`config.mk`:
```
export PLATFORM = sky130hd
export DESIGN_NAME = sipo_loader
export DESIGN_NICKNAME = d
export VERILOG_FILES = /design/src/rtl/sr_pkg.sv /design/src/rtl/sipo_loader.sv
export SDC_FILE = /design/constraint.sdc
export NUM_CORES = 1
export LEC_CHECK = 0
export BUFFER_PORTS_ARGS = -buffer_cell sky130_fd_sc_hd__buf_2
export CORE_MARGIN = 2
export CORE_UTILIZATION = 25
export CTS_CLUSTER_DIAMETER = 80
export CTS_CLUSTER_SIZE = 24
export DETAILED_ROUTE_END_ITERATION = 6
export GPL_TIMING_DRIVEN = 0
export PLACE_DENSITY = 0.46
export SLEW_MARGIN = 10
export SYNTH_ARGS = -nofsm -noshare
export SYNTH_HDL_FRONTEND = slang
export SYNTH_SLANG_ARGS = --single-unit
```
`constraint.sdc`:
```
create_clock -name clk -period 2.9 [get_ports clk]
set_input_delay 0.87 -clock clk [delete_from_list [all_inputs] [get_ports clk]]
set_output_delay 0.87 -clock clk [all_outputs]
set_load 0.01 [all_outputs]
```
`src/rtl/sr_pkg.sv`:
```
// Shared constants for the serial/parallel converter pair (SIPO loader and downstream PISO).
package sr_pkg;

  localparam int unsigned SR_WIDTH = 16;
  localparam int unsigned SR_CNT_W = $clog2(SR_WIDTH);

  // Bit-counter width for an arbitrary word width (never below one bit).
  function automatic int unsigned sr_cnt_w(input int unsigned width);
    return (width < 2) ? 1 : $clog2(width);
  endfunction

endpackage

```
`src/rtl/sipo_loader.sv`:
```
// Serial-in/parallel-out loader: assembles MSB-first words from sin and presents
// them through a one-entry holding register with valid/ready handshake.
module sipo_loader
  import sr_pkg::*;
#(
  parameter int unsigned WIDTH = SR_WIDTH
) (
  input  logic             clk,
  input  logic             rst,
  input  logic             clr,
  input  logic             sin,
  input  logic             sin_valid,
  output logic [WIDTH-1:0] pout,
  output logic             pout_valid,
  input  logic             pout_ready,
  output logic             busy,
  output logic             overrun
);

  localparam int unsigned CW = sr_cnt_w(WIDTH);

  logic [CW-1:0]    r_cnt;
  logic [WIDTH-1:0] r_sreg;
  logic [WIDTH-1:0] r_pout;
  logic             r_pout_valid;
  logic             r_overrun;

  logic [WIDTH-1:0] w_word;
  logic             w_done;
  logic             w_take;

  assign w_word = {r_sreg[WIDTH-2:0], sin};
  assign w_done = sin_valid && (r_cnt == CW'(WIDTH - 1));
  // A completing word may replace a word that is being consumed on the same edge.
  assign w_take = w_done && (!r_pout_valid || pout_ready);

  always_ff @(posedge clk or posedge rst) begin
    if (rst) begin
      r_cnt        <= '0;
      r_sreg       <= '0;
      r_pout       <= '0;
      r_pout_valid <= 1'b0;
      r_overrun    <= 1'b0;
    end else if (clr) begin
      r_cnt        <= '0;
      r_sreg       <= '0;
      r_pout       <= '0;
      r_pout_valid <= 1'b0;
      r_overrun    <= 1'b0;
    end else begin
      if (sin_valid) begin
        r_sreg <= w_word;
        r_cnt  <= w_done ? '0 : r_cnt + CW'(1);
      end
      if (w_take) begin
        r_pout       <= w_word;
        r_pout_valid <= 1'b1;
      end else if (w_done) begin
        r_overrun <= 1'b1;
      end else if (r_pout_valid && pout_ready) begin
        r_pout_valid <= 1'b0;
      end
    end
  end

  assign pout       = r_pout;
  assign pout_valid = r_pout_valid;
  assign overrun    = r_overrun;
  assign busy       = (r_cnt != '0);

endmodule

```
==> flow_metrics.env <==
export IMPL_yosysUniqueCellTypes=24
export IMPL_outcome="finished clean"
export IMPL_nets=192
export IMPL_slew_headroom=0.676
export IMPL_period_share=0.693
export IMPL_clock_skew_ps=3.55
export IMPL_hold_buffers=0
export IMPL_drt_iter0_markers=99
export IMPL_setup_viol=0
export IMPL_post_route_util=0.312
export IMPL_antenna_cells=0
export IMPL_cts_setup_buffers=0
export IMPL_tightest_slew_ps=486
export IMPL_pwr_density_cell_nw_per_um2=531
export IMPL_cts_sinks=37
export IMPL_tns_ps=0
export IMPL_crit_required_ps=2030
export IMPL_maxCapViolCount=0
export IMPL_drc_errors=0
export IMPL_grt_total_usage=0.108
export IMPL_num_io_pins=25
export IMPL_dpl_worst_slack_ps=814
export IMPL_wl_um=3540
export IMPL_fmax_mhz=498
export IMPL_rsz0062_at_grt="false"
export IMPL_die_w_um=84.3
export IMPL_insertion_delay_ps=290
export IMPL_dpl_cell_count=254
export IMPL_coreArea_um2=6280
export IMPL_vdd_ir_drop_max_mv=0.156
export IMPL_clk_pin_slew_ps=70
export IMPL_die_h_um=84.3
export IMPL_critPathKind="reg2out"
export IMPL_synth_net_count=161
export IMPL_period_needed_ps=2010
export IMPL_layout_setup_ws_ps=892
export IMPL_finalHoldViolCount=0
export IMPL_rows=29
export IMPL_critPathLaunchType="flop"
export IMPL_clockBufferDepth=2
export IMPL_synth_top_area_share=0.575
export IMPL_grt_start_max_net_pins=37
export IMPL_netlist_area_um2=1610
export IMPL_via_per_inst=4.52
export IMPL_ys_ff_latch=37
export IMPL_multi_input_area_um2=598
export IMPL_start_util=0.257
export IMPL_finalMaxSlewViolations=0
export IMPL_stdcell_count=262
export IMPL_grt_pass1_vias=1199
export IMPL_register_area_um2=926
export IMPL_vias=1185
export IMPL_gp_congestion=0.663
export IMPL_path_max_fanout=5
export IMPL_hold_slack_ps=426
export IMPL_synth_avg_cell_area_um2=10.5
export IMPL_portBuffers=23
export IMPL_cts_buffers_inserted=5
export IMPL_min_path_type="in2async"
export IMPL_dp_hpwl_um=2370
export IMPL_wl_per_cell_um=13.5
export IMPL_post_cts_resized=0
export IMPL_synthTopCellsByArea="dfrtp_1 (57%), mux2i_1 (9.9%), a21oi_1 (5.9%)"
export IMPL_drive_above_1_share=0.216
export IMPL_p_leak_nw=0.947
export IMPL_crit_arrival_ps=1140
export IMPL_synth_seq_area_share=0.575
export IMPL_area_delta_synth_final_pct=21.6
export IMPL_antenna_found_initial=0
export IMPL_dieArea_um2=7100
export IMPL_yosysWarnings=0
export IMPL_clock_root_buffer="clkbuf_8"
export IMPL_ctsHtreeMaxLevel=2
export IMPL_setup_worst_path_end_class="output port"
export IMPL_drt_pass1_iter_count=4
export IMPL_fillCellCount=678
export IMPL_drtAntennaViolNets=0
export IMPL_syn_inst=153
export IMPL_synth_largest_area_cell="dfrtp_1"
export IMPL_grt_ovfl_total=0
export IMPL_grt_first_pass_wirelength_um=6070
export IMPL_cts_tree="built"
[flip-flops by register name, summed over array words and instances (netlist names)]
register	count
r_cnt	4
pout	16
overrun	1
r_sreg	15
pout_valid	1
[cells in the mapped netlist (all sizes together)]
| cell type | n |
|---|---|
| nor2b | 1 |
| dfrtp | 37 |
| a41oi | 1 |
| xor2 | 1 |
| o21ai | 16 |
| nor2 | 21 |
| buf | 7 |
| or2b | 1 |
| mux2i | 16 |
| inv | 3 |
| nand2 | 2 |
| nand4 | 1 |
| and4 | 1 |
| nor3 | 1 |
| xnor2 | 1 |
| clkbuf | 5 |
| ha | 2 |
| nand3 | 17 |
| a21oi | 19 |
[report_power, final]
group	leakage [nW]	internal (W)	switching, W	total, W
Clock	0.0585	0.000280	0.000179	0.000460
Combinational	0.374	0.0000192	0.0000356	0.0000548
Sequential	0.515	0.000520	0.00000577	0.000526
[per-layer routing]
metal,global-route usage,wire length [um],up-vias
met5,0,0,-
met4,0.0484,65,0
met3,0.0285,115,6
met2,0.166,1620,18
met1,0.142,1730,573
li1,-,-,588
[stage by stage]
step | power, W | area (um2)
after floorplan | 0.000571 | 1610
after global routing | 0.00109 | 1960
after global placement | 0.000589 | 1820
after CTS | 0.00106 | 1960
after detailed placement | 0.000592 | 1840
final | 0.00104 | 1960
[cell families (layout without fill, tap and decap cells)]
kind of cell,Yosys count,after routing,share of synthesized area
compound gates,36,36,0.114
flops,37,37,0.575
fa+ha+maj,2,2,0.0155
xor+xnor,2,2,0.0109
buf+inv,15,47,0.0536
mux,16,16,0.0995
simple gates,45,45,0.131
[layout by cell type, fill, tap and decap left out, types with 2 or more instances in the layout]
cell      synthesis  final
buf_2             4     27
a21oi_1          19     19
buf_12            1      2
ha_1              2      2
mux2i_1          16     16
dfrtp_1          37     37
nand3_1          17     17
nor2_1           21     21
clkbuf_8          0      6
inv_1             3      2
o21ai_0          10     10
clkbuf_1          4      5
o21ai_1           6      6
nand2_1           2      2
[critical path: stages, from the launching register on]
cell,delay [ps]
dfrtp_1,440
inv_1,60
ha_1,190
nand2_1,50
buf_2,120
[cell type report]
class                   count  share of cell area
multi-input cells         101               0.305
inverters                   3             0.00575
clock inverters             1              0.0153
clock buffers               7              0.0441
well taps                  77              0.0492
repair buffers             24              0.0690
flip-flops and latches     37               0.473
plain buffers              12              0.0383
[final timing paths]
path                                   endpoint                 start  cells past startpoint  slack [ps]
setup / recovery                           busy  r_cnt[0]$_DFFE_PP0P_                      4         890
hold reg to reg             overrun$_DFFE_PP0P_   overrun$_DFFE_PP0P_                      2         520
hold / removal             r_cnt[1]$_DFFE_PP0P_                   rst                      2         430
setup reg to reg            pout[4]$_DFFE_PP0P_  r_cnt[0]$_DFFE_PP0P_                      5        1310
min in group clk            overrun$_DFFE_PP0P_   overrun$_DFFE_PP0P_                      2         520
max in group asynchronous  r_cnt[0]$_DFFE_PP0P_                   rst                      3        2110
No activity file was read; power rests on OpenSTA's default activity.
